[src/rtl/pendulum_pkg.sv]
// Shared constants, fixed-point formats and step FSM encoding for the
// pendulum driver and its physics simulation unit.
package pendulum_pkg;

  // Mechanical resolution: 3200 steps per revolution, 0.1125 deg per step.
  localparam int STEPS_PER_REV = 3200;
  localparam int HALF_REV      = 1600;

  // Q16.16 speed / acceleration, Q12.16 position.
  localparam int FRAC_BITS     = 16;
  localparam int POS_INT_BITS  = 12;
  localparam int POS_BITS      = POS_INT_BITS + FRAC_BITS;

  // Speed saturates at +/-3199.0 steps/tick so one update never moves the
  // position by a full revolution or more.
  localparam logic signed [31:0] SPEED_LIMIT = 32'sd209649664;  // 3199 << 16
  // One full revolution in Q12.16.
  localparam logic signed [31:0] POS_WRAP    = 32'sd209715200;  // 3200 << 16

  typedef enum logic [1:0] {
    ST_IDLE  = 2'd0,
    ST_SETUP = 2'd1,
    ST_HIGH  = 2'd2,
    ST_LOW   = 2'd3
  } step_state_t;

  // Parabolic sine approximation over half a revolution:
  // s = 4*a*(1600-a)/1600^2 in Q1.15, i.e. a*(1600-a)*64/1250.
  // Peak (a = 800) is exactly 1.0 = 32768, hence 17 result bits.
  function automatic logic [16:0] gravity_shape(input logic [10:0] a);
    logic [31:0] prod;
    prod = 32'(a) * (32'd1600 - 32'(a));
    return 17'((prod << 6) / 32'd1250);
  endfunction

endpackage

[src/rtl/pendulum_sim.sv]
// Physics integrator: gravity from the folded position, lever acceleration,
// semi-implicit Euler update of speed then position on every strobe.
module pendulum_sim
  import pendulum_pkg::*;
#(
  parameter int          leverADCBits = 16,
  parameter logic [31:0] gravityAcc   = 32'h0000_0800,
  parameter int          accShift     = 8
) (
  input  logic                           clock,
  input  logic                           reset,
  input  logic                           sim_clock_sync,
  input  logic signed [leverADCBits-1:0] al1Bits,
  input  logic signed [leverADCBits-1:0] al2Bits,
  output logic signed [31:0]             integrated_speed,
  output logic [11:0]                    current_pos
);

  localparam logic signed [32:0] SAT_HI = 33'sd209649664;

  logic [POS_BITS-1:0] integrated_pos;
  logic                lower_half;
  logic [10:0]         fold_a;
  logic [16:0]         shape;
  logic [31:0]         grav_mag;
  logic signed [31:0]  gravity;
  logic signed [31:0]  lever_sum;
  logic signed [31:0]  lever_acc;
  logic signed [31:0]  total_acc;
  logic signed [32:0]  speed_sum;
  logic signed [31:0]  speed_next;
  logic signed [31:0]  pos_sum;
  logic signed [31:0]  pos_wrapped;

  assign current_pos = integrated_pos[POS_BITS-1:FRAC_BITS];

  // Fold the position onto half a revolution; the lower half pulls the
  // pendulum back down toward 0, the upper half pushes it on toward 3200.
  assign lower_half = current_pos < 12'(HALF_REV);
  assign fold_a     = lower_half ? current_pos[10:0]
                                 : 11'(current_pos - 12'(HALF_REV));
  assign shape      = gravity_shape(fold_a);
  assign grav_mag   = 32'((64'(gravityAcc) * 64'(shape)) >> 15);
  assign gravity    = lower_half ? -$signed(grav_mag) : $signed(grav_mag);

  // Both lever inputs are sign-extended to 32 bits before summing so the
  // sum cannot overflow the input width.
  assign lever_sum = {{(32-leverADCBits){al1Bits[leverADCBits-1]}}, al1Bits}
                   + {{(32-leverADCBits){al2Bits[leverADCBits-1]}}, al2Bits};
  assign lever_acc = lever_sum <<< accShift;
  assign total_acc = gravity + lever_acc;

  // Candidate next state: saturating speed, then position with the new speed
  // wrapped back into [0, 3200.0). One correction suffices because
  // |speed| < 3200.0.
  always_comb begin
    speed_sum  = {integrated_speed[31], integrated_speed} + {total_acc[31], total_acc};
    speed_next = speed_sum[31:0];
    if (speed_sum > SAT_HI) begin
      speed_next = SPEED_LIMIT;
    end else if (speed_sum < -SAT_HI) begin
      speed_next = -SPEED_LIMIT;
    end
    pos_sum     = $signed({4'b0000, integrated_pos}) + speed_next;
    pos_wrapped = pos_sum;
    if (pos_sum < 0) begin
      pos_wrapped = pos_sum + POS_WRAP;
    end else if (pos_sum >= POS_WRAP) begin
      pos_wrapped = pos_sum - POS_WRAP;
    end
  end

  // Integrator state advances only in the strobe clock.
  always_ff @(posedge clock or negedge reset) begin
    if (!reset) begin
      integrated_speed <= '0;
      integrated_pos   <= '0;
    end else if (sim_clock_sync) begin
      integrated_speed <= speed_next;
      integrated_pos   <= POS_BITS'(pos_wrapped);
    end
  end

endmodule

[src/rtl/pendulum_driver.sv]
// Pendulum stepper driver: physics tick generator, simulation unit and a
// step/dir FSM that chases the simulated position one step at a time.
module pendulum_driver
  import pendulum_pkg::*;
#(
  parameter int          simPeriod    = 500_000,
  parameter int          leverADCBits = 16,
  parameter logic [31:0] gravityAcc   = 32'h0000_0800,
  parameter int          accShift     = 8,
  parameter int          stepHigh     = 100,
  parameter int          stepPeriod   = 2500
) (
  input  logic                           clock,
  input  logic                           reset,
  input  logic signed [leverADCBits-1:0] al1Bits,
  input  logic signed [leverADCBits-1:0] al2Bits,
  output logic                           step,
  output logic                           dir,
  output logic [1:0]                     dbg_state,
  output logic                           dbg_tick,
  output logic [31:0]                    dbg_speed,
  output logic [11:0]                    dbg_pos,
  output logic [11:0]                    dbg_motor_pos
);

  localparam int TICK_W = (simPeriod > 1) ? $clog2(simPeriod) : 1;
  localparam int CNT_W  = $clog2(stepPeriod + 1);

  logic [TICK_W-1:0]  tick_cnt;
  logic               sim_clock_sync;
  logic signed [31:0] integrated_speed;
  logic [11:0]        current_pos;

  step_state_t        state, state_next;
  logic [11:0]        motor_pos, motor_next;
  logic [CNT_W-1:0]   cnt, cnt_next;
  logic               dir_next;
  logic               step_next;
  logic signed [12:0] raw_delta;
  logic signed [12:0] delta_steps;

  // Physics tick: one-clock strobe after every simPeriod clocks.
  always_ff @(posedge clock or negedge reset) begin
    if (!reset) begin
      tick_cnt       <= '0;
      sim_clock_sync <= 1'b0;
    end else if (tick_cnt == TICK_W'(simPeriod - 1)) begin
      tick_cnt       <= '0;
      sim_clock_sync <= 1'b1;
    end else begin
      tick_cnt       <= tick_cnt + TICK_W'(1);
      sim_clock_sync <= 1'b0;
    end
  end

  pendulum_sim #(
    .leverADCBits (leverADCBits),
    .gravityAcc   (gravityAcc),
    .accShift     (accShift)
  ) SIMULATION_UNIT (
    .clock            (clock),
    .reset            (reset),
    .sim_clock_sync   (sim_clock_sync),
    .al1Bits          (al1Bits),
    .al2Bits          (al2Bits),
    .integrated_speed (integrated_speed),
    .current_pos      (current_pos)
  );

  // Shortest signed path from the motor to the simulated position,
  // folded into [-1600, +1599].
  always_comb begin
    raw_delta   = $signed({1'b0, current_pos}) - $signed({1'b0, motor_pos});
    delta_steps = raw_delta;
    if (raw_delta > 13'sd1599) begin
      delta_steps = raw_delta - 13'sd3200;
    end else if (raw_delta < -13'sd1600) begin
      delta_steps = raw_delta + 13'sd3200;
    end
  end

  // Step FSM next state. dir takes its new value as the FSM enters SETUP,
  // so it is stable for a full clock before step rises. motor_pos moves on
  // the SETUP->HIGH edge, so a reset during the pulse never leaves a
  // half-counted step. cnt counts clocks since the rising edge of step.
  always_comb begin
    state_next = state;
    motor_next = motor_pos;
    cnt_next   = cnt;
    dir_next   = dir;
    step_next  = 1'b0;
    unique case (state)
      ST_IDLE: begin
        if (delta_steps != 13'sd0) begin
          state_next = ST_SETUP;
          dir_next   = delta_steps > 13'sd0;
        end
      end
      ST_SETUP: begin
        state_next = ST_HIGH;
        step_next  = 1'b1;
        cnt_next   = '0;
        if (dir) begin
          motor_next = (motor_pos == 12'(STEPS_PER_REV - 1)) ? 12'd0 : motor_pos + 12'd1;
        end else begin
          motor_next = (motor_pos == 12'd0) ? 12'(STEPS_PER_REV - 1) : motor_pos - 12'd1;
        end
      end
      ST_HIGH: begin
        cnt_next  = cnt + CNT_W'(1);
        step_next = 1'b1;
        if (cnt == CNT_W'(stepHigh - 1)) begin
          state_next = ST_LOW;
          step_next  = 1'b0;
        end
      end
      ST_LOW: begin
        cnt_next = cnt + CNT_W'(1);
        if (cnt == CNT_W'(stepPeriod - 1)) begin
          state_next = ST_IDLE;
        end
      end
      default: begin
        state_next = ST_IDLE;
      end
    endcase
  end

  // Step FSM registers; step is a flop so the pin never glitches on decode.
  always_ff @(posedge clock or negedge reset) begin
    if (!reset) begin
      state     <= ST_IDLE;
      motor_pos <= '0;
      cnt       <= '0;
      dir       <= 1'b0;
      step      <= 1'b0;
    end else begin
      state     <= state_next;
      motor_pos <= motor_next;
      cnt       <= cnt_next;
      dir       <= dir_next;
      step      <= step_next;
    end
  end

  assign dbg_state     = state;
  assign dbg_tick      = sim_clock_sync;
  assign dbg_speed     = integrated_speed;
  assign dbg_pos       = current_pos;
  assign dbg_motor_pos = motor_pos;

endmodule

[config.mk]
export PLATFORM = sky130hd
export DESIGN_NAME = pendulum_driver
export DESIGN_NICKNAME = d
export VERILOG_FILES = /design/src/rtl/pendulum_pkg.sv /design/src/rtl/pendulum_sim.sv /design/src/rtl/pendulum_driver.sv
export SDC_FILE = /design/constraint.sdc
export NUM_CORES = 1
export LEC_CHECK = 0
export ABC_AREA = 1
export BUFFER_PORTS_ARGS = -buffer_cell sky130_fd_sc_hd__buf_2
export CORE_AREA = 2 2 203 225
export CTS_CLUSTER_DIAMETER = 200
export DETAILED_ROUTE_END_ITERATION = 7
export DIE_AREA = 0 0 205 227
export HOLD_SLACK_MARGIN = 0.12
export PLACE_DENSITY = 0.74
export SYNTH_ARGS = -nofsm -noshare
export SYNTH_HDL_FRONTEND = slang
export SYNTH_SLANG_ARGS = --single-unit
[constraint.sdc]
create_clock -name clock -period 59.4 [get_ports clock]
set_input_delay 8.91 -clock clock [delete_from_list [all_inputs] [get_ports clock]]
set_output_delay 8.91 -clock clock [all_outputs]
set_load 0.05 [all_outputs]
==> metrics.txt <==
status completed; DR pass1 iterations 6; CP bufs+invs 27; clock sinks 108; total negative setup slack 0 ns; placed instance area 24,900 µm²; Starting Density 54.5%; largest buffer count on any clock path 2; # IOs 95; Async S/R FF share, synth 100%; Worst path max stage delay 0.63 ns; PD cells 12.2 nW/µm²; GRT overflow 0; EDFF count, synth 0; WP data arrival 34.41 ns; WL/cell 14.0 µm; hold depth 1; final max-slew violation count 0; DP Wirelength 48.8 mm; GRT Resource Usage Total 25.5%; Post-DRT Antenna Nets 0; hold buffers post-CTS 0; Core Area 44,200 µm²; DRC 0; flops & latches, synth 108; CTS resizes 0; Area growth syn-to-layout 4.67%; Setup WS post-layout 25.21 ns; worst skew pair latency 0.37 ns; largest delay contributor family on the critical path simple AND/OR/NAND/NOR gates; Max stage delay cell, worst path fa_1; Crit Path Category reg2reg; Max Cap Viol 0; mapped cell area 24,100 µm²; Net count, final 3,905; ANT cells 0; Cells after Synth 3,483; leakage power 13.5 nW; Tightest Hold Check Type reg2reg; critical path depth 210; clock-pin slew on the worst setup and hold paths 0.08 ns; largest net degree at the start of global routing 79; Post CTS Setup Buffer Count 0; CTS root buf clkbuf_16; CTS tree built; non-filler instance count after layout 4,129; predominant post-synthesis flop cell dfrtp_1; Worst Skew 0.0109 ns; DIE WIDTH 205 µm; Via Count 21,500; Max rail drop VDD 0.0000179 V; Critical Path End Type register; Row Count 81; gr busiest metal met2; post-layout min period 34.19 ns; Post-Place Cells 4,113; actual slew at the worst max-slew pin 1.12 ns; RePlAce Congestion 0.937; Finished Cell Area 25,200 µm²; Reg2Reg Depth 210; vias in the first global route 20,700; fmax 29.2 MHz; Post-Route WL 58.0 mm; largest fanout on the critical path 21; yosys warns 0; cell mode on critical path nand2_1; PortBufs 94; Finish-stage setup viols 0; Hold Vio Cnt, Final 0; startpoint types register; met2 global-route usage 43.2%; vias per cell 5.22; Yosys cell types 77; first-pass GRT wire length 98.1 mm; H-tree Lvls 3; Setup WS pre-CTS 25.59 ns; Tcrit/Tclk final 57.6%; share of cells above drive strength 1 16.5%; DIE AREA 46,500 µm²; cts bufs inserted 9; First DRT Iteration DRCs 1,486; Mapped Avg Cell Area 6.91 µm²; Slew headroom 24.8%; post-synth net total 3,845; RSZ-0062 raised after global routing false; Critical Path RT 59.62 ns; M1 GR Usage 34.8%; die height 227 µm; register area share after synthesis 11.2%; Fill cells 4,368; Hold WS 0.459 ns; met3 usage 3.21%; initial antenna violation count 0
==> registers in the layout (all words and copies together) (netlist names) <==
name / count
cnt: 12
dbg_tick: 1
dir: 1
tick_cnt: 19
SIMULATION_UNIT.integrated_speed: 32
step: 1
dbg_state: 2
SIMULATION_UNIT.integrated_pos: 28
dbg_motor_pos: 12
==> area by class of cell <==
type                       instances  area [µm²]  area share, %
clock buffer                      10         229          0.908
multi-input combinational       2679       18400           73.1
tap                              581         727           2.88
sequential                       108        2700           10.7
inverter                         641        2520           9.98
clock inverter                     6        55.1          0.218
timing repair buffer             104         548           2.17
==> synth_stat cells, drive strengths merged (26+ instances only) <==
cell type,n,area [µm²]
nand2,1034,5010
inv,617,2340
nor2,298,1410
nand3,261,1640
ha,188,2350
a21oi,179,1020
xor2,152,1350
o21ai,141,762
fa,140,2800
dfrtp,108,2700
nand4,55,382
xnor2,44,400
nor3,40,200
buf,29,340
o21bai,28,221
clkbuf,26,101
==> logic make-up (layout without fill, tap and decap cells) <==
| family | Yosys count | count (layout) | synth area share (%) |
|---|---|---|---|
| AO/OA/AOI/OAI | 419 | 419 | 10.5 |
| AND/OR/NAND/NOR | 1736 | 1736 | 37.3 |
| flip-flops | 108 | 108 | 11.2 |
| adder cells (fa/ha/maj) | 328 | 328 | 21.4 |
| XOR/XNOR | 196 | 196 | 7.27 |
| buffers and inverters | 696 | 761 | 12.3 |
==> routing by layer <==
layer | part of all wire [%] | vias to the layer above
li1 | - | 11100
met1 | 46 | 9857
met2 | 46 | 496
met3 | 5.9 | 79
met4 | 1.9 | 0
met5 | 0 | -
==> metrics by stage <==
step	utilization [%]	power [mW]
3_5_place_dp	56.4	0.247
6_report	57.0	0.308
3_3_place_gp	56.4	0.245
2_1_floorplan	-	0.215
5_1_grt	57.0	0.339
4_1_cts	57.0	0.309
==> placed cells by master, fill, tap and decap left out, drive strengths merged, types with 3 or more instances in the layout <==
| cell | count |
|---|---|
| inv | 622 |
| a22oi | 8 |
| a31oi | 21 |
| clkbuf | 10 |
| bufinv | 3 |
| or2 | 10 |
| xor2 | 152 |
| buf | 104 |
| o21ai | 141 |
| a211oi | 4 |
| o31ai | 7 |
| o41ai | 3 |
| a21o | 6 |
| o22ai | 4 |
| and2 | 5 |
| nor4 | 10 |
| nand3b | 19 |
| a21oi | 179 |
| clkinv | 22 |
| nor3 | 40 |
| nand2 | 1034 |
| dfrtp | 108 |
| nand3 | 261 |
| o211ai | 7 |
| nor2 | 298 |
| xnor2 | 44 |
| fa | 140 |
| nand4 | 55 |
| ha | 188 |
| o21bai | 28 |
==> power by group <==
group | switching [mW] | internal [mW] | total, mW
logic | 0.104 | 0.0691 | 0.173
registers | 0 | 0.0734 | 0.0734
clock network | 0.0318 | 0.0295 | 0.0613
total | 0.136 | 0.172 | 0.308
==> worst paths after layout <==
path	from	to	slack [ns]
setup / recovery	SIMULATION_UNIT.integrated_pos[22]$_DFFE_PN0P_	SIMULATION_UNIT.integrated_pos[27]$_DFFE_PN0P_	25.21
hold / removal	tick_cnt[0]$_DFF_PN0_	tick_cnt[0]$_DFF_PN0_	0.46
setup reg to reg	SIMULATION_UNIT.integrated_pos[22]$_DFFE_PN0P_	SIMULATION_UNIT.integrated_pos[27]$_DFFE_PN0P_	25.21
hold reg to reg	tick_cnt[0]$_DFF_PN0_	tick_cnt[0]$_DFF_PN0_	0.46
max in group asynchronous	reset	SIMULATION_UNIT.integrated_speed[7]$_DFFE_PN0P_	49.60
min in group asynchronous	reset	dbg_motor_pos[9]$_DFFE_PN0P_	8.59
Note: power is estimated with default switching activity, not from simulation.
